[config.mk]
export PLATFORM = sky130hd
export DESIGN_NAME = bcd_scan_counter
export DESIGN_NICKNAME = d
export VERILOG_FILES = /design/src/rtl/bcd_scan_counter.sv
export SDC_FILE = /design/constraint.sdc
export NUM_CORES = 1
export LEC_CHECK = 0
export BUFFER_PORTS_ARGS = -buffer_cell sky130_fd_sc_hd__buf_2
export CORE_UTILIZATION = 45
export DETAILED_ROUTE_END_ITERATION = 12
export PLACE_DENSITY = 0.65
export SETUP_SLACK_MARGIN = 0.2
export SYNTH_ARGS = -nofsm -noshare
export SYNTH_HDL_FRONTEND = slang
export SYNTH_SLANG_ARGS = --single-unit
[constraint.sdc]
create_clock -name clk -period 4.1 [get_ports clk]
set_input_delay 0.82 -clock clk [delete_from_list [all_inputs] [get_ports clk]]
set_output_delay 0.82 -clock clk [all_outputs]
set_load 0.02 [all_outputs]
[src/rtl/bcd_scan_counter.sv]
// Four-digit packed-BCD up-counter with a time-multiplexed digit scanner.
// Each scan slot presents one BCD digit and its active-low anode select.
module bcd_scan_counter #(
  parameter int SCAN_DIV = 50000
) (
  input  logic        clk,
  input  logic        rst_n,
  input  logic        inc,
  input  logic        clr,
  output logic [15:0] value,
  output logic [3:0]  digit,
  output logic [3:0]  an,
  output logic        carry
);

  localparam int CW = (SCAN_DIV > 1) ? $clog2(SCAN_DIV) : 1;
  localparam logic [CW-1:0] SCAN_LAST = CW'(SCAN_DIV - 1);

  logic [15:0]   r_value;
  logic          r_carry;
  logic [CW-1:0] r_scan_cnt;
  logic [1:0]    r_idx;

  logic [15:0]   w_value_inc;
  logic          w_wrap;

  // Ripple the decimal carry from units upward; a 9 rolls to 0 and passes carry on.
  always_comb begin : bcd_inc
    logic v_c;
    // NOTE: every combinational output gets a default first so no path infers a latch.
    w_value_inc = r_value;
    v_c         = 1'b1;
    for (int i = 0; i < 4; i++) begin
      if (v_c) begin
        if (r_value[4*i +: 4] == 4'd9) begin
          w_value_inc[4*i +: 4] = 4'd0;
        end else begin
          w_value_inc[4*i +: 4] = r_value[4*i +: 4] + 4'd1;
          v_c = 1'b0;
        end
      end
    end
    w_wrap = v_c;
  end

  // NOTE: sequential state uses non-blocking assignments so every register samples pre-edge values.
  always_ff @(posedge clk) begin
    if (!rst_n) begin
      r_value <= 16'h0000;
      r_carry <= 1'b0;
    end else if (clr) begin
      r_value <= 16'h0000;
      r_carry <= 1'b0;
    end else if (inc) begin
      r_value <= w_value_inc;
      r_carry <= w_wrap;
    end else begin
      r_carry <= 1'b0;
    end
  end

  // The scanner free-runs; clr and inc never touch it.
  always_ff @(posedge clk) begin
    if (!rst_n) begin
      r_scan_cnt <= '0;
      r_idx      <= 2'd0;
    end else if (r_scan_cnt == SCAN_LAST) begin
      r_scan_cnt <= '0;
      r_idx      <= r_idx + 2'd1;
    end else begin
      r_scan_cnt <= r_scan_cnt + CW'(1);
    end
  end

  always_comb begin
    digit = r_value[3:0];
    an    = 4'b1110;
    case (r_idx)
      2'd0: begin digit = r_value[3:0];   an = 4'b1110; end
      2'd1: begin digit = r_value[7:4];   an = 4'b1101; end
      2'd2: begin digit = r_value[11:8];  an = 4'b1011; end
      2'd3: begin digit = r_value[15:12]; an = 4'b0111; end
      default: begin digit = r_value[3:0]; an = 4'b1110; end
    endcase
  end

  assign value = r_value;
  assign carry = r_carry;

endmodule

# --- After elaboration in Yosys (flattened, before gate mapping) ---
# Index checks and enable logic that the tools add are counted.
word_totals:
  reg_bits: 35
  inputBits: 4
  output_inout_bits: 25
classes:
  addsub: 6
  eq_ne: 8
  n_mux: 12
  bitwise: 3
  reduce_logical: 7
op_table:
  columns: ["operator", "count"]
  rows:
  - ["case mux 4 bit (4 select lines)", 2]
  - ["adder 16 x 1 -> 16 bit, second input constant", 1]
  - ["adder 4 x 1 -> 4 bit, second input constant", 4]
  - ["equality test 16 bit, second input constant", 1]
  - ["equality test 4 bit, second input constant", 4]
  - ["2-to-1 mux 4 bit", 4]
  - ["2-to-1 mux 1 bit", 6]
  - ["AND reduction 2 bit", 3]
  - ["equality test 2 bit, second input constant", 2]
  - ["OR reduction 2 bit", 2]
  - ["OR reduction 4 bit", 1]
  - ["NOT 1 bit", 3]
  - ["adder 2 x 1 -> 2 bit, second input constant", 1]
  - ["equality test 2 x 1 -> 1 bit, second input constant", 1]
  - ["logical NOT 2 bit", 1]

# --- Depth between registers and ports, before layout ---
# Gate-level depths: netlist of the first run.
depth:
  depth_word: 6
  mapped_depth: 7
  mapped_depth_nobuf: 5

# --- Worst setup path after synthesis of the first run ---
# OpenSTA, ideal clock, no wires.
synth_timing:
  path_type: "reg2out"
  from: "reg r_idx[0]"
  to: "out digit[1]"
  arrival_time_ns: 1.264
  path_slack_ns: 2.016
  stages_incl_launch_ff: 5
  path_buffers: 0
  cell_sequence: "dfxtp_1 inv_1 ha_1 clkinv_1 mux2i_1"
synth_via:
  elab_chain_cells: 2
  word_cells_on_any_way: 5
  cone_classes: "eq/ne: 3; mux: 1; reduce/logical: 1"
synth_lines:
  columns: ["element", "line", "text"]
  rows:
  - ["start: declaration", "22", "logic [1:0] r_idx;"]
  - ["start signal: assignment", "69", "r_idx <= r_idx + 2'd1;"]
  - ["equality test 2 bit, or another cell as far along", "78", "case (r_idx)"]
  - ["case mux 4 bit (4 select lines) *", "78", null]
  - ["end: declaration", "11", "output logic [3:0] digit,"]
# Every way passes the cells marked *; elsewhere a longest branch is shown, timed or not.

# --- Worst setup path after layout of the first run ---
layout_timing:
  from: "reg r_idx[0]"
  to: "out digit[3]"
# Same word-level chain as after synthesis.

==> results.md, run 1 <==
- MaxCap Viol Count: 0
- Maximum clock rate: 0.405 GHz
- Synth Area in Compound Gates: 0.0632
- Buffers on Ports: 28
- Max-slew headroom: 0.551
- Post-synthesis mux area share: 0.0517
- Layout fillers: 372
- Mapped Avg Cell Area: 8.67 um^2
- Layout area overhead: 14.6%
- Worst hold stages: 1
- Global Route Usage Sum: 0.183
- RSZ-0062 raised after global routing: false
- Synthesis warning total: 0
- Crit Path Max Fanout: 5
- Crit share post-route: 0.602
- Static leakage: 0.754 nW
- Vias/cell: 5.12
- GP Congestion: 0.731
- Placement Cell Area: 1910 um^2
- Status: finished clean
- Final #Nets: 239
- Post-synth EDFFs: 0
- Area of the multi-input gates: 953 um^2
- Hold Crit Class: reg -> reg
- Worst-margin pin slew: 0.674 ns
- CTS tree: done
- CTS Sinks: 35
- Crit start category: register
- Post-Route Setup TNS: 0 ns
- Final setup fails: 0
- DR WL/cell: 12.2 um
- Cell area after synthesis: 1740 um^2
- Final Slew Violations: 0
- Core Area: 3690 um^2
- Syn nets: 210
- Largest family of logic cells by synthesized area: simple AND/OR/NAND/NOR gates
- Drt initial violations: 102
- Worst hold slack: 0.462 ns
- Number of global-route vias before repair: 1,253
- Clock skew: 0.00305 ns
- Post-DRT Antenna Nets: 0
- Root buffer cell: clkbuf_8
- Max IR drop VDD: 0.184 mV
- Layout cell share with drive strength beyond 1: 0.156
- Initial antenna violation count: 0
- DR vias: 1,429
- Setup Buffers After CTS: 0
- DP Wirelength: 2400 um
- Die W: 64.2 um
- Yosys cell types: 35
- Initial Utilization: 0.472
- Clk Latency, worst-skew pair: 0.29 ns
- Critical Path AT: 1.65 ns
- Adder-cell area share of the yosys netlist: 0.0359
- Register area share after synthesis: 0.402
- Power Dens Cells: 302 nW/um^2
- Sequential Area: 701 um^2
- DRC violations left: 0
- Worst reg2reg setup slack: 2.13 ns
- Xor/xnor share of the synthesized area: 0.111
- Worst-case reg-to-reg path depth: 4
- Critical path endpoint category: primary output
- Die footprint: 4120 um^2
- Placed cells: 271
- Async set or reset register ratio after synthesis: 0
- Vert. Die Dim: 64.2 um
- Worst-path clk slew: 0.07 ns
- Simple-gate portion of the synthesized area: 0.286
- Synthesized flop and latch total: 35
- # diodes: 0
- Gr ovfl total: 0
- Post-route minimum period: 2.47 ns
- H-tree Lvls: 2
- Max Root-Sink Buffers: 2
- CTS Hold Buffers Added: 0
- First-pass GRT wire length: 5750 um
- Number of core rows: 22
- Post-cts sizing count: 0
- DRT Wirelength: 3420 um
- Finished Cell Area: 2000 um^2
- Primary FF master, synth: dfxtp_1
- WP data required: 3.28 ns
- Io pins: 29
- Kind of critical path: reg -> out
- Final cell count without fillers: 279
- Largest net degree at the start of global routing: 18
- Number of buffers created by CTS: 5
- Syn Inst Count: 201
- Final Hold Vio Count: 0
- Drt pass-1 iters: 5
## worst paths after layout
check                                                from                        to
worst min-delay path             r_scan_cnt[0]$_SDFF_PP0_  r_scan_cnt[0]$_SDFF_PP0_
worst min register to register   r_scan_cnt[0]$_SDFF_PP0_  r_scan_cnt[0]$_SDFF_PP0_
worst max register to register  r_scan_cnt[12]$_SDFF_PP0_     r_idx[0]$_SDFFE_PN0N_
worst max-delay path                r_idx[0]$_SDFFE_PN0N_                  digit[3]
## report_power, final
group | switching [mW] | total (mW) | internal, mW
Combinational | 0.0117 | 0.0181 | 0.00639
Clock | 0.120 | 0.239 | 0.119
Sequential | 0.00338 | 0.347 | 0.343
Total | 0.135 | 0.603 | 0.469
## worst max-delay path: stages, from the launching register on
cell and delay [ns]:
dfxtp_1 0.39, inv_1 0.09, ha_1 0.25, a222oi_1 0.31
mux2i_1 0.14, buf_2 0.18
## routing by layer
layer  global-route usage  wire, um
met1                0.247      1740
met2                0.262      1410
met3               0.0518       183
met4                0.100        77
met5                    0         0
## area by class of cell
cell class                 instances  share of cell area
sequential                        35               0.351
inverter                          14              0.0263
tap                               48              0.0301
clock buffer                       7              0.0382
clock inverter                     1             0.00251
timing repair buffer              29              0.0740
multi-input combinational        145               0.478
## state kept, by name, indices dropped and copies added, names as in the netlist
register    flops
r_idx           2
r_scan_cnt     16
value          16
carry           1
## cells in the final DEF (no fill, tap or decap), drive strengths merged, types with 2 or more instances in the layout
cell type	count
buf	29
a31oi	2
clkinv	2
nand2	9
a222oi	4
nor2	32
nor2b	5
nor4bb	3
and3	2
nor3	5
nor3b	2
nand3	10
or4bb	2
a21oi	6
nor4	4
clkbuf	7
o21ai	4
nand4	6
ha	5
xor2	5
dfxtp	35
mux2i	9
inv	13
or3	2
nand2b	2
and2	3
xnor2	17
## cell families after synthesis
group	Yosys count
AO/OA/AOI/OAI	17
flip-flops	35
buffers and inverters	21
AND/OR/NAND/NOR	92
XOR/XNOR	22
adder cells (fa/ha/maj)	5
multiplexers	9
## synthesized netlist by cell type, types with 2 or more instances
cell      number  share of area
nor4_1         4          0.014
nand4_1        6          0.022
nand2_1        8          0.017
clkbuf_1       5          0.011
nor4bb_1       3          0.017
a21oi_1        6          0.017
and2_1         3          0.011
a222oi_1       4          0.023
or3_1          2         0.0072
dfxtp_1       35           0.40
or4bb_1        2          0.013
nor3_1         5          0.014
inv_1         13          0.028
o21ai_0        4          0.011
nor2b_1        5          0.018
nor3b_1        2         0.0086
nor2_1        32          0.069
ha_1           5          0.036
nand3_1       10          0.029
a31oi_1        2         0.0072
and3_1         2         0.0072
xor2_1         5          0.025
xnor2_1       17          0.085
nand2b_1       2         0.0072
mux2i_1        9          0.052
## per-stage QoR
| stage | power, mW | util | worst slack, ns |
|---|---|---|---|
| finish | 0.603 | 0.541 | 1.63 |
| global route | 0.628 | 0.541 | 1.45 |
| CTS | 0.613 | 0.541 | 1.62 |
| detailed placement | 0.373 | 0.519 | 1.94 |
| global placement | 0.373 | 0.519 | 1.98 |
| floorplan | 0.367 | - | 2.02 |
(Power assumes the default switching activity.)
==> inputs of run 2 (changes only) <==
Settings changed: PLACE_DENSITY 0.65 to 0.68.
Clock period 4.1 ns to 2.2 ns, I/O delays scaled along.
==> run 2 against run 1 <==
Worst setup slack worse by 1.4 ns. Die area stayed put. Total power increased by 98%. First-iteration DRC count fell by 33%. Sequential share of layout area is 1.3 points lower. Register-to-register slack got worse by 1.9 ns. Worst hold slack got worse by 0.018 ns. Largest cell class unchanged. Combinational power increased by 91%. Wire length rose by 4.9%. Highest routed layer unchanged.
==> results.md, run 2 (synthesis gave the netlist of run 1 again) <==
- Status: finished clean
- Die footprint: 4120 um^2 (unchanged)
- Layout cell share with drive strength beyond 1: 0.208 (+0.0518)
- Worst-margin pin slew: 0.660 ns (-0.0134 ns)
- MaxCap Viol Count: 0 (unchanged)
- First-pass GRT wire length: 5890 um (+2.5%)
- Final setup margin: 0.190 ns (-1.44 ns)
- Drt pass-1 iters: 4 (-1)
- Worst reg2reg setup slack: 0.27 ns (-1.86 ns)
- Final Power: 1.19 mW (+98%)
- Clk Latency, worst-skew pair: 0.29 ns (about the same)
- Number of core rows: 22 (unchanged)
- Maximum clock rate: 0.497 GHz
- CTS Hold Buffers Added: 0 (unchanged)
- Most frequent cells in the layout: dfxtp_1, nor2_1, buf_2
- Crit share post-route: 0.914
- Core Area: 3690 um^2 (unchanged)
- Kind of critical path: reg -> out
- Post-route minimum period: 2.01 ns
- CTS tree: done
- Io pins: 29 (unchanged)
- Layout fillers: 363 (-2.4%)
- Vert. Die Dim: 64.2 um (unchanged)
- Placement Cell Area: 1930 um^2 (+0.78%)
- Gr ovfl total: 0 (unchanged)
- Static leakage: 0.793 nW (+5.1%)
- Commonest non-fill, non-tap cell in the layout: dfxtp_1
- Power Dens Cells: 571 nW/um^2 (+89%)
- DR vias: 1,489 (+4.2%)
- Number of global-route vias before repair: 1,344 (+7.3%)
- Vias/cell: 5.24 (+2.4%)
- Final Slew Violations: 0 (unchanged)
- Max Root-Sink Buffers: 2 (unchanged)
- Post-DRT Antenna Nets: 0 (unchanged)
- Root buffer cell: clkbuf_8
- Final Hold Vio Count: 0 (unchanged)
- Global Route Usage Sum: 0.186 (+0.00294)
- Final setup fails: 0 (unchanged)
- DP Wirelength: 2360 um (-1.7%)
- Critical Path AT: 1.57 ns (-0.08 ns)
- Drt initial violations: 68 (-33%)
- Clock skew: 0.00412 ns (+0.00108 ns)
- CTS Sinks: 35 (unchanged)
- Post-Route Setup TNS: 0 ns (unchanged)
- Final #Nets: 244 (+2.1%)
- Sequential Area: 708 um^2 (+1.1%)
- Initial Utilization: 0.472 (unchanged)
- DP Worst Slack: 0.291 ns (-1.65 ns)
- Critical path endpoint category: primary output
- First element of the critical path: r_idx[0]$_SDFFE_PN0N_
- Die W: 64.2 um (unchanged)
- Area of the multi-input gates: 981 um^2 (+2.9%)
- Worst-path clk slew: 0.07 ns (about the same)
- RSZ-0062 raised after global routing: true
- DRT Wirelength: 3590 um (+4.9%)
- Reg2reg start: r_scan_cnt[13]$_SDFF_PP0_
- GP Congestion: 0.733 (+0.34%)
- Max IR drop VDD: 0.257 mV (+39%)
- Finished Cell Area: 2090 um^2 (+4.8%)
- DRC violations left: 0 (unchanged)
- Crit Path Max Fanout: 5 (unchanged)
- Max-slew headroom: 0.560 (+0.00893)
- Hold Crit Class: in -> reg
- H-tree Lvls: 2 (unchanged)
- Initial antenna violation count: 0 (unchanged)
- DR WL/cell: 12.6 um (+3.1%)
- Crit start category: register
- Hold wc startpoint: inc
- Number of buffers created by CTS: 5 (unchanged)
- Largest net degree at the start of global routing: 18 (unchanged)
- # diodes: 0 (unchanged)
- WP data required: 1.76 ns (-1.52 ns)
- Layout area overhead: 20.1%
- Buffers on Ports: 28 (unchanged)
==> run 2: cell count changes in the layout (fill, tap and decap cells not counted), sizes merged <==
cell,change
buf,+5
clkbuf,+1
clkinv,-2
inv,+1
==> run 2: through the flow <==
step	instances	hold WS (ns)	utilization
6_report	284	0.444	0.567
4_1_cts	282	0.435	0.558
3_3_place_gp	273	0.441	0.523
2_1_floorplan	201	0.430	-
3_5_place_dp	273	0.451	0.523
5_1_grt	284	0.462	0.567
==> run 2: where the power goes <==
group / switching, mW / total, mW / internal, mW
sequential: 0.00643 / 0.643 / 0.637
clock: 0.231 / 0.516 / 0.286
combinational: 0.0223 / 0.0346 / 0.0123
total: 0.260 / 1.19 / 0.935
==> run 2: critical path: stages (launching register included) <==
cell	delay, ns
dfxtp_4	0.37
ha_4	0.18
a222oi_1	0.40
mux2i_1	0.15
buf_4	0.18
==> run 2: what timing repair did <==
item / CTS / global route
pin swaps: 2 / 2
gates resized for setup: 7 / 6
gates cloned: 0 / 0
endpoints found under the setup margin: 4 / 3
buffers inserted: 1 / 2
==> run 2: path summary, 6_finish.rpt <==
kind                                                  to  cells past startpoint
worst min-delay path               value[0]$_SDFFE_PP0P_                      3
worst min register to register  r_scan_cnt[0]$_SDFF_PP0_                      1
worst max register to register     r_idx[0]$_SDFFE_PN0N_                      4
worst max-delay path                            digit[2]                      4
==> run 2: area by class of cell <==
class,count,share of cell area
clock buffers,8,0.0478
inverters,14,0.0263
multi-input cells,145,0.469
flip-flops and latches,35,0.339
well taps,48,0.0287
repair buffers,34,0.0897
==> run 2: layer usage <==
| layer | routed length (um) | global-route usage |
|---|---|---|
| met4 | 93 | 0.108 |
| met5 | 0 | 0 |
| met2 | 1580 | 0.294 |
| met1 | 1760 | 0.231 |
| met3 | 148 | 0.0429 |
==> inputs of run 3 (changes only) <==
Settings changed: RECOVER_POWER from default to 50.
==> run 3 against run 2 <==
Register-to-register slack barely moved. Via count rose by 0.94%. Design area fell by 1.4%. Critical path type unchanged. Critical endpoint unchanged. Largest cell class unchanged. Highest routed layer unchanged.
==> results.md, run 3 (synthesis gave the netlist of run 1 again) <==
- GP Congestion: 0.733 (unchanged)
- DRT Wirelength: 3560 um (-0.81%)
- Area of the multi-input gates: 978 um^2 (-0.26%)
- Io pins: 29 (unchanged)
- First-pass GRT wire length: 5890 um (unchanged)
- Worst path cell trace: inv_1, ha_1, a222oi_1, mux2i_1, buf_4
- Final Slew Violations: 0 (unchanged)
- Delay-heaviest family, CP: flip-flops
- Static leakage: 0.709 nW (-11%)
- Crit share post-route: 0.921 (+0.00735)
- RSZ-0062 raised after global routing: true
- Final Hold Vio Count: 0 (unchanged)
- Final setup margin: 0.174 ns (-0.0162 ns)
- Post-DRT Antenna Nets: 0 (unchanged)
- Power Dens Cells: 577 nW/um^2 (+1.1%)
- Layout area overhead: 18.4%
- Status: finished clean
- Layout fillers: 374 (+3.0%)
- Global Route Usage Sum: 0.186 (unchanged)
- WP data required: 1.76 ns (about the same)
- Critical Path AT: 1.59 ns (+0.02 ns)
- Gr ovfl total: 0 (unchanged)
- Hold Crit Class: in -> reg
- CP max-delay cell: dfxtp_4
- Crit Path Max Fanout: 5 (unchanged)
- Largest stage delay on the critical path: 0.38 ns (-0.02 ns)
- DR vias: 1,503 (+0.94%)
- Final cell count without fillers: 284 (unchanged)
- Worst hold stages: 3 (unchanged)
- CTS tree: done
- Worst-case reg-to-reg path depth: 4 (unchanged)
- Max IR drop VDD: 0.256 mV (-0.40%)
- Worst-path clk slew: 0.07 ns (about the same)
- Max Root-Sink Buffers: 2 (unchanged)
- Core Area: 3690 um^2 (unchanged)
- Buffers on Ports: 28 (unchanged)
- Drt pass-1 iters: 4 (unchanged)
- Number of global-route vias before repair: 1,344 (unchanged)
- DP Wirelength: 2360 um (unchanged)
- Number of core rows: 22 (unchanged)
- Placed cells: 273 (unchanged)
- DRC violations left: 0 (unchanged)
- Drt initial violations: 91 (+34%)
- CTS Sinks: 35 (unchanged)
- Most frequent cells in the layout: dfxtp_1, nor2_1, clkbuf_1
- Final Power: 1.19 mW (-0.37%)
- DP Worst Slack: 0.291 ns (unchanged)
- Kind of critical path: reg -> out
- Buf/Inv on CP: 2 (+1)
- Crit start category: register
- Largest net degree at the start of global routing: 18 (unchanged)
- Initial Utilization: 0.472 (unchanged)
- Vias/cell: 5.29 (+0.94%)
- Clk Latency, worst-skew pair: 0.29 ns (about the same)
- Worst-margin pin slew: 0.665 ns (+0.00462 ns)
- Final setup fails: 0 (unchanged)
- Post-Route Setup TNS: 0 ns (unchanged)
- Root buffer cell: clkbuf_8
- Layout cell share with drive strength beyond 1: 0.119 (-0.0890)
- Post-route minimum period: 2.03 ns (+0.0162 ns)
- Number of buffers created by CTS: 5 (unchanged)
- Maximum clock rate: 0.494 GHz (-0.80%)
- Die footprint: 4120 um^2 (unchanged)
- Clock skew: 0.00299 ns (-0.00113 ns)
- Critical path endpoint category: primary output
- Final #Nets: 244 (unchanged)
- Vert. Die Dim: 64.2 um (unchanged)
- Initial antenna violation count: 0 (unchanged)
- WP depth: 5 (+1)
- DR WL/cell: 12.5 um (-0.81%)
- # diodes: 0 (unchanged)
- Commonest non-fill, non-tap cell in the layout: dfxtp_1
- MaxCap Viol Count: 0 (unchanged)
- Die W: 64.2 um (unchanged)
- Max-slew headroom: 0.557 (-0.00308)
- H-tree Lvls: 2 (unchanged)
- Sequential Area: 708 um^2 (unchanged)
## run 3: cell count changes in the layout (fill, tap and decap cells not counted), sizes merged
cell	previous run	this run
clkbuf	8	28
buf	34	14
## run 3: repair_timing
| action | in CTS | in global routing |
|---|---|---|
| buffers inserted | 1 | 2 |
| resized for setup | 7 | 6 |
| endpoints found under the setup margin | 4 | 3 |
| pin swaps | 2 | 2 |
| hold buffers | 0 | 0 |
## run 3: area by class of cell
| cell class | instances | area share |
|---|---|---|
| well taps | 48 | 0.0291 |
| flip-flops and latches | 35 | 0.343 |
| clock buffers | 8 | 0.0485 |
| repair buffers | 34 | 0.0777 |
| multi-input cells | 145 | 0.475 |
| inverters | 14 | 0.0267 |
## run 3: worst register-to-register path: stages, from the launching register on
cell	delay [ns]
dfxtp_1	0.34
or4bb_1	0.51
or4_1	0.67
xnor2_1	0.17
and2_1	0.14
## run 3: metrics by stage
stage          hold slack, ns   util  cell area, um^2
2_1_floorplan           0.430      -             1740
3_3_place_gp            0.441  0.523             1930
3_5_place_dp            0.451  0.523             1930
4_1_cts                 0.435  0.558             2060
5_1_grt                 0.462  0.559             2060
6_report                0.445  0.559             2060
## run 3: path summary, 6_finish.rpt
kind	startpoint	to	slack (ns)
worst max register to register	r_scan_cnt[13]$_SDFF_PP0_	r_idx[0]$_SDFFE_PN0N_	0.27
worst min register to register	r_scan_cnt[0]$_SDFF_PP0_	r_scan_cnt[0]$_SDFF_PP0_	0.47
worst max-delay path	r_idx[1]$_SDFFE_PN0N_	digit[2]	0.17
worst min-delay path	inc	value[0]$_SDFFE_PP0P_	0.45
## run 3: power breakdown
| group | total, mW | switching [mW] | internal (mW) |
|---|---|---|---|
| Clock | 0.513 | 0.227 | 0.286 |
| Combinational | 0.0339 | 0.0224 | 0.0115 |
| Sequential | 0.643 | 0.00649 | 0.637 |
## run 3: layer usage
| metal | global-route usage | part of all wire |
|---|---|---|
| met1 | 0.231 | 0.49 |
| met5 | 0 | 0 |
| met4 | 0.108 | 0.026 |
| met3 | 0.0429 | 0.037 |
| met2 | 0.294 | 0.45 |
